[src/rtl/interp_pkg.sv]
// Shared types and limits for the integer-factor interpolator.
// Optional build macro used by the top: INTERP_ZERO_STUFF_EN.
package interp_pkg;

   typedef enum logic {
      IDLE = 1'b0,
      RUN  = 1'b1
   } interp_state_e;

   localparam int INTERP_FACTOR_MAX = 16;
   localparam int PHASE_W           = $clog2(INTERP_FACTOR_MAX);

endpackage

[src/rtl/interp_in_buf.sv]
// One-entry input buffer for the interpolator; refills on the same edge
// it is drained so a waiting source sees in_ready during a load.
module interp_in_buf #(
   parameter int DATA_W = 16
) (
   input  logic              clk,
   input  logic              reset,
   input  logic [DATA_W-1:0] in_data,
   input  logic              in_valid,
   input  logic              load,
   output logic              in_ready,
   output logic [DATA_W-1:0] buf_data,
   output logic              buf_full
);

   logic [DATA_W-1:0] buf_data_q;
   logic              buf_full_q;
   logic              accept;

   assign in_ready = !buf_full_q || load;
   assign accept   = in_valid && in_ready;

   // NOTE: non-blocking assignments so every flop samples pre-edge values.
   always_ff @(posedge clk or negedge reset) begin
      if (!reset) begin
         buf_data_q <= '0;
         buf_full_q <= 1'b0;
      end else begin
         if (accept) begin
            buf_data_q <= in_data;
            buf_full_q <= 1'b1;
         end else if (load) begin
            buf_full_q <= 1'b0;
         end
      end
   end

   assign buf_data = buf_data_q;
   assign buf_full = buf_full_q;

endmodule

[src/rtl/interpolation.sv]
// Integer-factor interpolator: each accepted sample yields INTERP_FACTOR outputs.
// Define INTERP_ZERO_STUFF_EN for zero-stuffing; default is sample-and-hold.
module interpolation #(
   parameter int INTERP_FACTOR = 6,
   parameter int DATA_W        = 16
) (
   input  logic              clk,
   input  logic              reset,
   input  logic              en,
   input  logic [DATA_W-1:0] in_data,
   input  logic              in_valid,
   output logic              in_ready,
   output logic [DATA_W-1:0] out_data,
   output logic              out_valid,
   output logic              out_first,
   output logic              underrun,
   input  logic              clear_underrun
);
   import interp_pkg::*;

   localparam int              PH_W       = $clog2(INTERP_FACTOR);
   localparam logic [PH_W-1:0] PHASE_LAST = PH_W'(INTERP_FACTOR - 1);

   interp_state_e     state_q;
   logic [PH_W-1:0]   phase_q;
   logic [DATA_W-1:0] active_q;
   logic [DATA_W-1:0] out_data_q;
   logic              out_valid_q;
   logic              out_first_q;
   logic              underrun_q;

   logic [DATA_W-1:0] buf_data;
   logic              buf_full;
   logic              last_phase;
   logic              load;
   logic              underrun_set;

   interp_in_buf #(
      .DATA_W (DATA_W)
   ) u_in_buf (
      .clk      (clk),
      .reset    (reset),
      .in_data  (in_data),
      .in_valid (in_valid),
      .load     (load),
      .in_ready (in_ready),
      .buf_data (buf_data),
      .buf_full (buf_full)
   );

   assign last_phase = (phase_q == PHASE_LAST);
   assign load = buf_full && en &&
                 ((state_q == IDLE) || ((state_q == RUN) && last_phase));
   // A period ending while enabled with nothing buffered starves the DAC path.
   assign underrun_set = (state_q == RUN) && last_phase && en && !buf_full;

   always_ff @(posedge clk or negedge reset) begin
      if (!reset) begin
         state_q     <= IDLE;
         phase_q     <= '0;
         active_q    <= '0;
         out_data_q  <= '0;
         out_valid_q <= 1'b0;
         out_first_q <= 1'b0;
         underrun_q  <= 1'b0;
      end else begin
         if (load) begin
            state_q     <= RUN;
            phase_q     <= '0;
            active_q    <= buf_data;
            out_data_q  <= buf_data;
            out_valid_q <= 1'b1;
            out_first_q <= 1'b1;
         end else if (state_q == RUN) begin
            if (!last_phase) begin
               phase_q     <= phase_q + PH_W'(1);
               out_valid_q <= 1'b1;
               out_first_q <= 1'b0;
`ifdef INTERP_ZERO_STUFF_EN
               out_data_q  <= '0;
`else
               out_data_q  <= active_q;
`endif
            end else begin
               // Period finished with no follow-on sample (underrun or en low).
               state_q     <= IDLE;
               phase_q     <= '0;
               out_valid_q <= 1'b0;
               out_first_q <= 1'b0;
               out_data_q  <= '0;
            end
         end

         if (underrun_set) begin
            underrun_q <= 1'b1;
         end else if (clear_underrun) begin
            underrun_q <= 1'b0;
         end
      end
   end

   assign out_data  = out_data_q;
   assign out_valid = out_valid_q;
   assign out_first = out_first_q;
   assign underrun  = underrun_q;

endmodule

[config.mk]
export PLATFORM = sky130hd
export DESIGN_NAME = interpolation
export DESIGN_NICKNAME = d
export VERILOG_FILES = /design/src/rtl/interp_pkg.sv /design/src/rtl/interp_in_buf.sv /design/src/rtl/interpolation.sv
export SDC_FILE = /design/constraint.sdc
export NUM_CORES = 1
export LEC_CHECK = 0
export BUFFER_PORTS_ARGS = -buffer_cell sky130_fd_sc_hd__buf_4
export CAP_MARGIN = 20
export CORE_ASPECT_RATIO = 0.5
export CORE_MARGIN = 4
export CORE_UTILIZATION = 45
export CTS_CLUSTER_DIAMETER = 40
export DETAILED_ROUTE_END_ITERATION = 10
export GPL_TIMING_DRIVEN = 0
export PLACE_DENSITY_LB_ADDON = 0.08
export SLEW_MARGIN = 15
export SYNTH_ARGS = -nofsm -noshare
export SYNTH_HDL_FRONTEND = slang
export SYNTH_SLANG_ARGS = --single-unit
export TNS_END_PERCENT = 10
[constraint.sdc]
create_clock -name clk -period 2.4 [get_ports clk]
set_clock_uncertainty 0.15 [all_clocks]
set_input_delay 0.36 -clock clk [delete_from_list [all_inputs] [get_ports clk]]
set_output_delay 0.36 -clock clk [all_outputs]
set_load 0.05 [all_outputs]
# Word level (Yosys, flattened, before mapping)
# Cells that the tools add are included.
# totals
romBits,0
ramBits,0
wordCells,41
latch_bits,0
register_bits,56
n_memories,0
# op_classes
reduce_logical,12
muxes,17
bitwise,1
div_mod_pow,0
n_eq_ne,1
shift,0
addsub,1
mul,0
order_cmp,0
# op_table
cell,count
16-bit 2-to-1 mux,3
1-bit 2-to-1 mux,11
3-bit 2-to-1 mux,3
1-bit logical AND,6
2-bit nonzero test,3
"3-bit by 1-bit adder with 3-bit output, second input constant",1
"3-bit equality test, second input constant",1
1-bit logical OR,2
1-bit zero test,1
1-bit inverter,1

# Longest topological paths before layout
# Gate-level depths: netlist of run 1.
# depth
word_depth,7
ltp_mapped,6

# Hierarchy
# A second synthesis of run 1 with hierarchy kept.
# unflattened
hier_cells,157
hier_area_um2,2313.5
# modules_own_cells
module,cells_per_inst,area_per_inst_um2,n_inst,seq_area_each_um2
interpolation,120,1617.8,1,975.9
interp_in_buf,37,695.7,1,425.4

# Worst setup path after synthesis of run 1
# OpenSTA, ideal clock, no wires.
# synth_timing
path_kind,reg-to-reg
startpoint,register phase_q[1]
endpoint,"register u_in_buf.buf_data_q[10], in the netlist u_in_buf.buf_data[10]"
setup_slack_ps,707
stages_incl_launch_ff,5
setup_time_ps,125
required_ps,2125
t_arrival_ps,1418
n_path_buf,1
path_cell_list,dfrtp_1 nand4b_1 a31oi_4 buf_12 mux2_4
# synth_via
elab_chain_len,6
# synth_lines
item,line_no,source
start: declaration,interpolation.sv:25,logic [PH_W-1:0] phase_q;
start signal: assignment,interpolation.sv:76,phase_q <= phase_q + PH_W'(1);
3-bit equality test,interpolation.sv:51,assign last_phase = (phase_q == PHASE_LAST);
1-bit logical AND,interpolation.sv:53,((state_q == IDLE) || ((state_q == RUN) && last_phase));
1-bit logical OR,interpolation.sv:53,
1-bit logical AND,interpolation.sv:52,assign load = buf_full && en &&
1-bit logical OR,interp_in_buf.sv:20,assign in_ready = !buf_full_q || load;
1-bit logical AND,interp_in_buf.sv:21,assign accept = in_valid && in_ready;
end signal: assignment,interp_in_buf.sv:30,buf_data_q <= in_data;
end: declaration,interp_in_buf.sv:16,logic [DATA_W-1:0] buf_data_q;
# Every way passes these cells.
# A chain may end at the register's enable or synchronous reset.

# Final worst setup path of run 1
# layout_timing
startpoint,"register u_in_buf.buf_full_q, in the netlist u_in_buf.buf_full"
endpoint,output in_ready
# layout_via
elab_chain_len,3
word_cells_on_any_way,4
cone_classes,reduce/logical: 4
# layout_lines
item,line_no,source
start: declaration,interp_in_buf.sv:17,logic buf_full_q;
start signal: assignment,interp_in_buf.sv:27,buf_full_q <= 1'b0;
start signal: assignment,interp_in_buf.sv:31,buf_full_q <= 1'b1;
start signal: assignment,interp_in_buf.sv:33,buf_full_q <= 1'b0;
1-bit logical AND (2 in a row),interpolation.sv:52,
1-bit logical OR (*),interp_in_buf.sv:20,
end: declaration,interpolation.sv:12,"output logic in_ready,"
# Every way passes the cells marked *; elsewhere a longest branch is shown, timed or not.

==> results.json, run 1 <==
{
  "status": "finished with violations",
  "violations": "negative hold slack",
  "rsz0062_at_grt": "false",
  "leakagePower_nw": 1.49,
  "cts-root-buf": "clkbuf_16",
  "cts_tree": "yes",
  "routed_wirelength_um": 5600,
  "place_ws_ns": 0.501,
  "synth_seq_area_share_pct": 54.4,
  "path_cells": "buf_2 -> clkbuf_1 -> nand3_1 -> buf_4",
  "dp_cells": 297,
  "cts_buffer_depth": 2,
  "track_usage_pct": 16.8,
  "fin_ws_ns": 0.298,
  "crit_slowest_cell": "clkbuf_1",
  "die_area_um2": 7080,
  "p_per_area_nw_per_um2": 1480,
  "finalSetupTns_ns": 0,
  "grt_pass1_vias": 1702,
  "yosys_warnings": 0,
  "cts_resized": 0,
  "holdWs_ns": -0.0292,
  "drc_errors": 0,
  "cp_num_buf_inv": 3,
  "post_cts_buffers": 0,
  "critPathLaunchType": "flip-flop",
  "vias_per_cell": 5.62,
  "cts_hold_buf": 0,
  "ios": 41,
  "area_growth_pct": 23.5,
  "arrival_ns": 1.59,
  "layout_min_cycle_time_ns": 2.10,
  "synth_nets": 205,
  "maxCapViolCount": 0,
  "worstPathRequired_ns": 1.89,
  "synth_cell_type_count": 32,
  "drive_above_1_share_pct": 45.7,
  "grt.overflow.total": 0,
  "critPathMaxFanout": 10,
  "hold_viol_final": 51,
  "slew_violations": 0,
  "clk_pin_slew_ns": 0.07,
  "cts.sinks": 56,
  "dp_hpwl_um": 3760,
  "crit_path_end_kind": "primary output",
  "hp-class": "input pin to async pin",
  "diodes": 0,
  "clk_latency_ns": 0.29,
  "peakVddDrop_mv": 0.571,
  "wl_per_cell_um": 18.4,
  "postRouteAntennaNets": 0,
  "gp_congestion": 0.752,
  "num_vias": 1714,
  "core-area_um2": 5520,
  "slew_headroom_pct": 52.5,
  "setup_viol": 0,
  "synthCells": 184,
  "fp.dieW_um": 115,
  "utilization_pct": 57.7,
  "synth_area_um2": 2580,
  "fin_crit_sh_pct": 87.6,
  "worstMarginPinSlew_ns": 0.712,
  "cts-htree-levels": 2,
  "initial_core_util_pct": 46.7,
  "avgSynthCellArea_um2": 14.0,
  "io_buffers": 40,
  "critPathMaxStageDelay_ns": 0.36,
  "critPathKind": "flip-flop to primary output",
  "antenna_found_initial": 0,
  "drt-pass1-iter-count": 4,
  "ys_ff_latch": 56,
  "path_delay_family": "buffers and inverters",
  "cts_buffers": 5,
  "fin_cells": 305,
  "grt_pass1_wl_um": 9020,
  "grt_max_degree": 57,
  "fmax_mhz": 476,
  "finalNetCount": 252,
  "nFillCells": 458,
  "row_count": 19,
  "die_h_um": 61.5,
  "drtIter0Drc": 114
}
==> cells in the final DEF, fill, tap and decap left out, types with 2 or more instances in the layout <==
cell type	n
a21bo_2	3
a21oi_1	4
a221o_1	16
a31o_2	14
and2_1	2
and4b_1	13
buf_2	5
buf_4	40
buf_6	2
bufinv_16	3
clkbuf_1	8
clkbuf_16	5
dfrtp_1	56
inv_1	3
mux2_2	12
mux2_4	17
nand2_1	3
nand2b_1	3
nand3_1	5
o2bb2ai_1	3
==> per-stage QoR <==
step | area [um^2] | hold WS [ns] | power [mW]
CTS | 3180 | 0.00697 | 4.76
finish | 3180 | -0.0292 | 4.72
detailed placement | 2970 | 0.313 | 3.72
global route | 3180 | 0.0311 | 4.97
global placement | 2970 | 0.307 | 3.67
floorplan | 2580 | -0.0856 | 3.16
==> state kept, by name, indices dropped and copies added, names as in the netlist <==
signal,flops
out_valid,1
underrun,1
u_in_buf.buf_data,16
u_in_buf.buf_full,1
out_first,1
phase_q,3
active_q,16
state_q,1
out_data,16
==> worst register-to-register path, cell delays in order (launching register included) <==
cell and delay [ns]:
dfrtp_1 0.43, nand4b_1 0.26, a31oi_4 0.41, buf_12 0.21, mux2_4 0.31
==> layer usage <==
layer	wire length, um	track usage, %
met4	30	3.34
met2	2510	26.7
met3	435	5.20
met5	0	0
met1	2630	23.1
==> synthesized netlist by cell type <==
library cell  count  area share (%)
a211o_1           1            0.34
a21bo_2           3             1.2
a21o_1            1            0.29
a21oi_1           4            0.78
a221o_1          16             6.2
a31o_2           14             4.8
a31oi_4           1            0.83
and2_1            2            0.49
and4b_1          13             5.0
buf_12            1            0.78
buf_2             5            0.97
buf_6             2            0.87
clkbuf_1          8             1.2
dfrtp_1          56              54
inv_1             3            0.44
mux2_2           12             5.2
mux2_4           17             9.9
mux2i_1           1            0.39
nand2_1           3            0.44
nand2_2           1            0.24
nand2b_1          3            0.73
nand3_1           5            0.97
nand3b_1          1            0.29
nand3b_2          1            0.44
nand4b_1          1            0.34
nor2_1            1            0.15
nor2_2            1            0.24
o21ai_0           1            0.19
o22a_1            1            0.34
o22ai_1           1            0.24
o2bb2ai_1         3             1.0
o32ai_1           1            0.34
==> final cells by class <==
| cell class | count | area, um^2 | area share, % |
|---|---|---|---|
| sequential | 56 | 1400 | 44.0 |
| multi-input combinational | 109 | 1070 | 33.5 |
| timing repair buffer | 40 | 300 | 9.43 |
| clock buffer | 5 | 125 | 3.93 |
| buffer | 16 | 97.6 | 3.06 |
| tap | 73 | 91.3 | 2.87 |
| clock inverter | 3 | 90.1 | 2.83 |
| inverter | 3 | 11.3 | 0.354 |
==> final timing paths <==
kind	cells past startpoint	end	slack [ns]	startpoint
setup / recovery	4	in_ready	0.30	u_in_buf.buf_full
hold / removal	1	u_in_buf.buf_data[1]	-0.03	reset
setup reg to reg	4	u_in_buf.buf_data[10]	0.50	phase_q[1]
hold reg to reg	1	active_q[1]	0.35	active_q[1]
max in group asynchronous	1	out_data[10]	1.65	reset
min in group clk	2	underrun	0.10	clear_underrun
==> cells by family (layout without fill, tap and decap cells) <==
group           Yosys count  in the layout  synth area share (%)
mux                      30             30                  15.5
simple gates             32             32                  9.37
flops                    56             56                  54.4
buf+inv                  19             67                  4.22
compound gates           47             47                  16.5
==> power by group <==
part           switching (mW)  internal [mW]
combinational            1.04          0.920
sequential              0.330           1.39
clock                   0.336          0.704
total                    1.70           3.02
(Power assumes the default switching activity.)
==> run 2, diff against run 1 <==
Clock period 2.4 ns to 2.3 ns, I/O delays scaled along.
==> run 2 against run 1 <==
  * The flow now finishes without violations
  * First-iteration DRC count is 7.0% lower
  * Wire length is 0.41% higher
  * Clock power is 5% higher
  * Critical path depth stayed put
  * Combinational power increased by 5%
  * Die area did not move
  * Cell area grew 0.31%
  * Register-to-register slack lost 0.10 ns
==> results.json, run 2 (synthesis results as in run 1) <==
{
  "p_total_mw": 4.93,
  "diodes": 0,
  "vias_per_cell": 5.62,
  "leakagePower_nw": 1.50,
  "io_buffers": 40,
  "hold_viol_final": 0,
  "clk_pin_slew_ns": 0.07,
  "grt_max_degree": 57,
  "drive_above_1_share_pct": 45.5,
  "min_to": "underrun",
  "reg2reg_depth": 4,
  "reg2reg_from": "phase_q[1]",
  "postRouteAntennaNets": 0,
  "fin_crit_sh_pct": 91.8,
  "finalNetCount": 253,
  "hp-start": "clear_underrun",
  "row_count": 19,
  "worstMarginPinSlew_ns": 0.706,
  "maxCapViolCount": 0,
  "slew_headroom_pct": 52.9,
  "num_vias": 1719,
  "routed_wirelength_um": 5620,
  "dp_hpwl_um": 3760,
  "die_h_um": 61.5,
  "peakVddDrop_mv": 0.596,
  "reg2reg_slack_ns": 0.40,
  "min_path_cells": 2,
  "finalSetupTns_ns": 0,
  "ios": 41,
  "setup_viol": 0,
  "crit_path_end_kind": "primary output",
  "fin_area_um2": 3190,
  "layout_common_cells": "dfrtp_1, buf_4, mux2_4",
  "cts-root-buf": "clkbuf_16",
  "clk_latency_ns": 0.29,
  "grt_pass1_vias": 1702,
  "wl_per_cell_um": 18.4,
  "drtIter0Drc": 106,
  "die_area_um2": 7080,
  "cts_hold_buf": 1,
  "layout_min_cycle_time_ns": 2.11,
  "initial_core_util_pct": 46.7,
  "drt-pass1-iter-count": 4,
  "drc_errors": 0,
  "hp-class": "input pin to flip-flop",
  "rsz0062_at_grt": "false",
  "fp.dieW_um": 115,
  "cts_resized": 0,
  "status": "finished clean",
  "p_per_area_nw_per_um2": 1540,
  "area_growth_pct": 23.9,
  "grt_pass1_wl_um": 9020,
  "worstPathRequired_ns": 1.80,
  "cts.sinks": 56,
  "cts-htree-levels": 2,
  "utilization_pct": 57.9,
  "track_usage_pct": 16.8,
  "critPathLaunchType": "flip-flop",
  "nFillCells": 457,
  "critPathMaxFanout": 10,
  "r2r-end": "u_in_buf.buf_data[10]",
  "final_common_cell": "dfrtp_1",
  "seq_area_um2": 1400,
  "critPathKind": "flip-flop to primary output",
  "arrival_ns": 1.62,
  "cts_tree": "yes",
  "placed_cell_area_um2": 2970,
  "fmax_mhz": 474,
  "cts_buffer_depth": 2,
  "grt.overflow.total": 0,
  "post_cts_buffers": 0,
  "antenna_found_initial": 0,
  "gp_congestion": 0.752,
  "multi_input_area_um2": 1070,
  "core-area_um2": 5520,
  "slew_violations": 0,
  "cts_buffers": 5
}
==> run 2: changes by cell type in the layout (fill, tap and decap cells not counted), sizes merged <==
cell / delta
dlygate4sd3: +1
==> run 2: worst max-delay path by stage <==
stage	start	end	slack, ns	cells after the start
6_report	u_in_buf.buf_full	in_ready	0.19	4
2_1_floorplan	phase_q[1]	u_in_buf.buf_data[10]	0.61	4
5_1_grt	u_in_buf.buf_full	in_ready	0.10	4
3_5_place_dp	phase_q[1]	u_in_buf.buf_data[13]	0.41	4
4_1_cts	u_in_buf.buf_full	in_ready	0.17	4
3_3_place_gp	phase_q[1]	u_in_buf.buf_data[5]	0.41	4
==> run 2: layer usage <==
metal,share of wire [%],vias up,global-route usage (%)
li1,-,802,-
met1,49,877,23.1
met2,45,36,26.7
met3,5.6,4,5.20
met4,0.53,0,3.34
met5,0,-,0
==> run 2: cell type report <==
cell class / count / share of cell area [%]
Tap cell: 73 / 2.86
Buffer: 16 / 3.06
Clock inverter: 3 / 2.82
Timing Repair Buffer: 41 / 9.71
Inverter: 3 / 0.353
Clock buffer: 5 / 3.92
Sequential cell: 56 / 43.9
Multi-Input combinational cell: 109 / 33.4
==> run 2: per-stage QoR <==
| step | worst slack (ns) | cells | hold slack, ns |
|---|---|---|---|
| 3_5_place_dp | 0.406 | 297 | 0.298 |
| 5_1_grt | 0.101 | 306 | 0.0960 |
| 3_3_place_gp | 0.413 | 297 | 0.292 |
| 4_1_cts | 0.172 | 306 | 0.0877 |
| 6_report | 0.189 | 306 | 0.0862 |
| 2_1_floorplan | 0.607 | 184 | -0.101 |
==> run 2: where the power goes <==
| part | leakage [nW] | switching (mW) | internal (mW) |
|---|---|---|---|
| clock | 0.104 | 0.352 | 0.734 |
| combinational | 0.719 | 1.09 | 0.962 |
| sequential | 0.675 | 0.346 | 1.45 |
| total | 1.50 | 1.78 | 3.15 |
==> run 2: worst max-delay path: stages, from the launching register on <==
cell and delay [ns]:
dfrtp_1 0.33, buf_2 0.18, clkbuf_1 0.38, nand3_1 0.20, buf_4 0.24
==> run 3, diff against run 2 <==
Settings changed: CELL_PAD_IN_SITES_DETAIL_PLACEMENT set to 0, CELL_PAD_IN_SITES_GLOBAL_PLACEMENT set to 1.
==> run 3 against run 2 <==
  * Sequential cell count unchanged
  * Worst setup slack better by 0.055 ns
  * Global-route usage rose by 0.25 points
  * Total power shrank 4.4%
  * Non-clock buffer count is the same
  * Highest routed layer unchanged
  * Hold slack better by 0.0070 ns
  * Largest power group unchanged
  * Wire length rose by 0.96%
  * Clock power decreased by 22%
  * Final cell count stayed put
  * Maximum frequency grew 2.7%
  * Clock-buffer cell count increased by 1
  * Critical path type unchanged
  * First-iteration DRC count decreased by 26%
==> results.json, run 3 (synthesis results as in run 1) <==
{
  "reg2reg_depth": 4,
  "fp.dieW_um": 115,
  "layout_common_cells": "dfrtp_1, buf_4, mux2_4",
  "grt_pass1_wl_um": 9090,
  "holdWs_ns": 0.0933,
  "cts_buffer_depth": 2,
  "drt-pass1-iter-count": 4,
  "io_buffers": 40,
  "critPathLaunchType": "flip-flop",
  "clk_pin_slew_ns": 0.07,
  "maxCapViolCount": 0,
  "layout_min_cycle_time_ns": 2.06,
  "grt.overflow.total": 0,
  "row_count": 19,
  "arrival_ns": 1.56,
  "min_path_cells": 2,
  "slew_headroom_pct": 52.9,
  "core-area_um2": 5520,
  "grt_max_degree": 57,
  "p_total_mw": 4.71,
  "routed_wirelength_um": 5680,
  "fin_crit_sh_pct": 89.4,
  "vias_per_cell": 5.66,
  "cts.sinks": 56,
  "crit_slowest_cell": "clkbuf_1",
  "grt_pass1_vias": 1801,
  "area_growth_pct": 21.9,
  "critPathMaxFanout": 10,
  "p_per_area_nw_per_um2": 1500,
  "cts-root-buf": "clkbuf_16",
  "leakagePower_nw": 1.47,
  "fin_cells": 306,
  "hold_viol_final": 0,
  "critPathMaxStageDelay_ns": 0.39,
  "wl_per_cell_um": 18.6,
  "worstMarginPinSlew_ns": 0.706,
  "worstPathRequired_ns": 1.80,
  "initial_core_util_pct": 46.7,
  "dp_hpwl_um": 3750,
  "postRouteAntennaNets": 0,
  "final_common_cell": "dfrtp_1",
  "antenna_found_initial": 0,
  "cts_tree": "yes",
  "die_area_um2": 7080,
  "slew_violations": 0,
  "nFillCells": 480,
  "cts_buffers": 5,
  "ios": 41,
  "rsz0062_at_grt": "false",
  "peakVddDrop_mv": 0.596,
  "drtIter0Drc": 78,
  "cts-htree-levels": 2,
  "crit_path_end_kind": "primary output",
  "dp_cells": 297,
  "drc_errors": 0,
  "clk_latency_ns": 0.29,
  "hp-class": "input pin to flip-flop",
  "die_h_um": 61.5,
  "gp_congestion": 0.743,
  "path_cells": "buf_2 -> clkbuf_1 -> nand3_1 -> buf_4",
  "post_cts_buffers": 0,
  "drive_above_1_share_pct": 45.1,
  "setup_viol": 0,
  "diodes": 0,
  "track_usage_pct": 17.0,
  "critPathKind": "flip-flop to primary output",
  "fmax_mhz": 486,
  "finalSetupTns_ns": 0,
  "status": "finished clean",
  "finalNetCount": 253,
  "num_vias": 1733
}
run 3: stage by stage:
step                      setup WS [ns]  area, um^2  utilization [%]
after floorplan                   0.607        2580                -
after global placement            0.378        2970             53.8
after detailed placement          0.368        2970             53.8
after CTS                         0.210        3140             57.0
after global routing             0.0960        3140             57.0
final                             0.244        3140             57.0
run 3: cell type report:
type | instances | area [um^2] | share of cell area (%)
multi-input combinational | 109 | 1070 | 34.0
clock buffer | 6 | 129 | 4.10
timing repair buffer | 41 | 310 | 9.87
sequential | 56 | 1400 | 44.6
buffer | 16 | 97.6 | 3.11
clock inverter | 2 | 35.0 | 1.11
tap | 73 | 91.3 | 2.91
inverter | 3 | 11.3 | 0.358
run 3: path summary, 6_finish.rpt:
| kind | startpoint | end | slack (ns) |
|---|---|---|---|
| max | u_in_buf.buf_full | in_ready | 0.24 |
| min | clear_underrun | underrun | 0.09 |
| max reg2reg | phase_q[1] | u_in_buf.buf_data[11] | 0.38 |
| min reg2reg | out_valid | out_valid | 0.35 |
| max in group asynchronous | reset | u_in_buf.buf_full | 1.03 |
| min in group asynchronous | reset | out_data[0] | 0.49 |
run 3: timing repair:
action | in CTS | in global routing
hold buffers | 1 | 0
resized for setup | 0 | 0
endpoints found under the hold margin | 56 | 0
run 3: worst max-delay path: cells and delay by family, from the launching register on:
family,cells,cell delay (ns)
simple gates,1,0.16
flops,1,0.32
buf+inv,3,0.79
run 3: layer usage:
metal	global-route usage (%)	wire, um
met2	28.3	2530
met1	23.5	2820
met4	3.51	36
met3	3.63	294
met5	0	0
run 3: power breakdown:
group          total [mW]  switching (mW)  internal (mW)
combinational        2.05            1.08          0.962
sequential           1.81           0.361           1.45
clock               0.854           0.341          0.513
total                4.71            1.79           2.93
